File: src/rtl/interrupt_request_ctrl.sv
// rtl/interrupt_request_ctrl.sv - debounced, acknowledge-held CPU interrupt request from a pushbutton
// Optional accepted-press counter output enabled by macro INT_CTRL_COUNT_EN.
module interrupt_request_ctrl #(
  parameter int DB_CYCLES = 5,
  parameter int CNT_W     = $clog2(DB_CYCLES + 1)
) (
  input  logic       CLK,
  input  logic       RST,
  input  logic       BTN_INT,
  input  logic       INT_ACK,
  output logic       INT,
  output logic       OVERRUN
`ifdef INT_CTRL_COUNT_EN
  ,
  output logic [7:0] INT_COUNT
`endif
);

  typedef enum logic [1:0] {
    IDLE       = 2'd0,
    DB_PRESS   = 2'd1,
    PRESSED    = 2'd2,
    DB_RELEASE = 2'd3
  } state_t;

  localparam logic [CNT_W-1:0] CNT_LAST = CNT_W'(DB_CYCLES - 1);
  localparam logic [CNT_W-1:0] CNT_ONE  = CNT_W'(1);

  logic                 s1;
  logic                 s;
  state_t               state;
  logic [CNT_W-1:0]     cnt;
  logic                 accept;

  // A press is accepted on the final stable high sample of the press debounce
  assign accept = (state == DB_PRESS) && s && (cnt == CNT_LAST);

  // Two-flop synchronizer for the asynchronous button
  always_ff @(posedge CLK) begin
    if (RST) begin
      s1 <= 1'b0;
      s  <= 1'b0;
    end else begin
      s1 <= BTN_INT;
      s  <= s1;
    end
  end

  // Press/release debounce state machine
  always_ff @(posedge CLK) begin
    if (RST) begin
      state <= IDLE;
      cnt   <= '0;
    end else begin
      case (state)
        IDLE: begin
          if (s) begin
            state <= DB_PRESS;
            cnt   <= CNT_ONE;
          end
        end
        DB_PRESS: begin
          if (!s) begin
            state <= IDLE;
            cnt   <= '0;
          end else if (cnt == CNT_LAST) begin
            state <= PRESSED;
            cnt   <= '0;
          end else begin
            cnt <= cnt + CNT_ONE;
          end
        end
        PRESSED: begin
          if (!s) begin
            state <= DB_RELEASE;
            cnt   <= CNT_ONE;
          end
        end
        DB_RELEASE: begin
          if (s) begin
            state <= PRESSED;
            cnt   <= '0;
          end else if (cnt == CNT_LAST) begin
            state <= IDLE;
            cnt   <= '0;
          end else begin
            cnt <= cnt + CNT_ONE;
          end
        end
        default: begin
          state <= IDLE;
          cnt   <= '0;
        end
      endcase
    end
  end

  // Sticky request flag; a new accept wins over a simultaneous acknowledge
  always_ff @(posedge CLK) begin
    if (RST) begin
      INT     <= 1'b0;
      OVERRUN <= 1'b0;
    end else if (accept) begin
      INT <= 1'b1;
      if (INT && !INT_ACK) begin
        OVERRUN <= 1'b1;
      end
    end else if (INT_ACK) begin
      INT <= 1'b0;
    end
  end

`ifdef INT_CTRL_COUNT_EN
  // Accepted-press counter, wraps naturally at 8 bits
  always_ff @(posedge CLK) begin
    if (RST) begin
      INT_COUNT <= 8'd0;
    end else if (accept) begin
      INT_COUNT <= INT_COUNT + 8'd1;
    end
  end
`endif

endmodule
File: config.mk
export PLATFORM = sky130hd
export DESIGN_NAME = interrupt_request_ctrl
export DESIGN_NICKNAME = d
export VERILOG_FILES = /design/src/rtl/interrupt_request_ctrl.sv
export SDC_FILE = /design/constraint.sdc
export NUM_CORES = 1
export LEC_CHECK = 0
export ABC_CLOCK_PERIOD_IN_PS = 1600
export BUFFER_PORTS_ARGS = -buffer_cell sky130_fd_sc_hd__buf_2
export CAP_MARGIN = 20
export CORE_AREA = 2 2 39 41
export CTS_BUF_LIST = sky130_fd_sc_hd__clkbuf_16
export DETAILED_ROUTE_END_ITERATION = 10
export DIE_AREA = 0 0 41 43
export PLACE_DENSITY = 0.53
export SLEW_MARGIN = 10
export SYNTH_ARGS = -nofsm -noshare
export SYNTH_HDL_FRONTEND = slang
export SYNTH_SLANG_ARGS = --single-unit
File: constraint.sdc
create_clock -name CLK -period 1.6 [get_ports CLK]
set_clock_uncertainty 0.2 [all_clocks]
set_input_delay 0.32 -clock CLK [delete_from_list [all_inputs] [get_ports CLK]]
set_output_delay 0.32 -clock CLK [all_outputs]
set_load 0.1 [all_outputs]
==> run metrics <==
pwr dens 1380 mW/mm^2; asr flop ratio synth 0; Max Cap Viol 0; Die Wd 41 um; RSZ-0062 raised after global routing no; Row Count 14; Post-synth EDFFs 0; Placer Congestion 0.677; Leakage 0.202 nW; vias in the first global route 244; class of the worst hold path primary input to flop; Initial Utilization 0.270; DRT Wirelength 610 um; Buf/Inv on CP 1; Die Ht 43 um; DP HPWL 455 um; Final Non-Filler Cells 62; # clock sinks 9; CTS tree yes; postcts setup bufs 0; DP Worst Slack 0.161 ns; type of origin of the critical path flop; Fin. Hold Viols 0; crit end category primary output; via count 276; TritonCTS Buffers 3; DRC 0; GRT Residual Overflow 0; Ports 6; Req. time, crit path 1.08 ns; CTS Buffer Depth 2; Layout area overhead 32.1%; Post-Syn Instances 38; initial antenna violation count 0; initial DRC count 6; Rel. slew slack 0.680; Peak VDD IR 0.000780 V; dpl cell area 415 sq um; worst-margin pin slew 0.483 ns; mapped cell area 374 sq um; Wirelength per Cell 9.84 um; antenna cells 0; Avg Synthesized Cell Area 9.84 sq um; fin area 494 sq um; share of layout cells above drive strength 1 0.196; most frequent cells in the layout dfxtp_1 (9), buf_2 (5), inv_1 (3), clkbuf_16 (3); Root Driver clkbuf_16; worst-path fanout max 2; commonest non-fill, non-tap cell in the layout dfxtp_1; slowest stage cell, crit path buf_2; final setup TNS 0 ns; CP Cell Sequence buf_2; largest net degree at the start of global routing 11; final-stage net count 53; GRT Total Usage 0.0928; top_reg_cell synth dfxtp_1; hold_buf cts 0; sequential area share after synthesis 0.482; dpl cells 58; fin crit share 0.933; number of fill cells in the layout 143; Synth cell types 22; flop2flop setup slack 0.18 ns; CP Class flop to primary output; die area 0.00176 sq mm; #FFs+latches synth 9; H-tree Lvls 1; crit path DAT 0.97 ns; core area 0.00138 sq mm; first-pass GRT wire length 1.01 mm; IO Port Bufs 5; Resize count post-CTS 0; yosys warns 0; max-slew violation count 0; crit-path max cell delay 0.42 ns; Reg clk slew, reported paths 0.04 ns; CP top delay family buffers and inverters; Setup WS post-layout 0.108 ns; clock latency at the later pin of the worst-skew pair 0.23 ns; status completed; drt pass-1 iters 3; crit path time final 1.49 ns; fmax 670 MHz; antenna viol nets, final 0; vias per cell 4.45; Net Count, Synth 44; setup violators final 0
-- synth_stat cells, types with 2 or more instances --
cell	number	area, sq um
nand3b_1	2	15.0
dfxtp_1	9	180
nand2b_1	2	12.5
nor2b_1	2	12.5
ha_1	2	25.0
a21oi_1	2	10.0
nor2_1	2	7.51
nand2_1	2	7.51
inv_1	2	7.51
-- metrics by stage --
| stage | hold WS, ns | total power, mW | util |
|---|---|---|---|
| floorplan | 0.214 | 0.249 | - |
| global placement | 0.218 | 0.255 | 0.300 |
| detailed placement | 0.233 | 0.255 | 0.300 |
| CTS | 0.109 | 0.692 | 0.357 |
| global route | 0.122 | 0.706 | 0.357 |
| finish | 0.102 | 0.682 | 0.357 |
-- where the power goes --
group          switching, mW  total, mW  internal [mW]  leakage [nW]
Combinational        0.00929     0.0179        0.00856        0.0867
Sequential           0.00332      0.233          0.230        0.0731
Clock                  0.104      0.431          0.326        0.0423
-- area by class of cell --
| cell class | instances | area, sq um | share of cell area |
|---|---|---|---|
| clock inverter | 1 | 3.75 | 0.00759 |
| multi-input combinational | 26 | 183 | 0.370 |
| sequential | 9 | 180 | 0.365 |
| inverter | 2 | 7.51 | 0.0152 |
| clock buffer | 3 | 75.1 | 0.152 |
| timing repair buffer | 5 | 25.0 | 0.0506 |
| tap | 16 | 20.0 | 0.0405 |
-- layer usage --
layer / wire length (um) / vias up / track usage
met5: 0 / - / 0
met4: 0 / 0 / 0.0800
met3: 24 / 0 / 0.0471
met2: 287 / 4 / 0.113
met1: 297 / 123 / 0.114
li1: - / 149 / -
-- path summary, 6_finish.rpt --
| kind | startpoint | to | cells after the start |
|---|---|---|---|
| max | OVERRUN | OVERRUN | 1 |
| min | BTN_INT | s1 | 2 |
| max reg2reg | cnt[0] | OVERRUN | 5 |
| min reg2reg | s1 | s | 1 |
-- cell families after synthesis --
| group | share of synthesized area |
|---|---|
| AO/OA/AOI/OAI | 0.0870 |
| multiplexers | 0.0268 |
| XOR/XNOR | 0.0468 |
| flip-flops | 0.482 |
| adder cells (fa/ha/maj) | 0.0669 |
| AND/OR/NAND/NOR | 0.261 |
| buffers and inverters | 0.0301 |
Note: power is estimated with default switching activity, not from simulation.
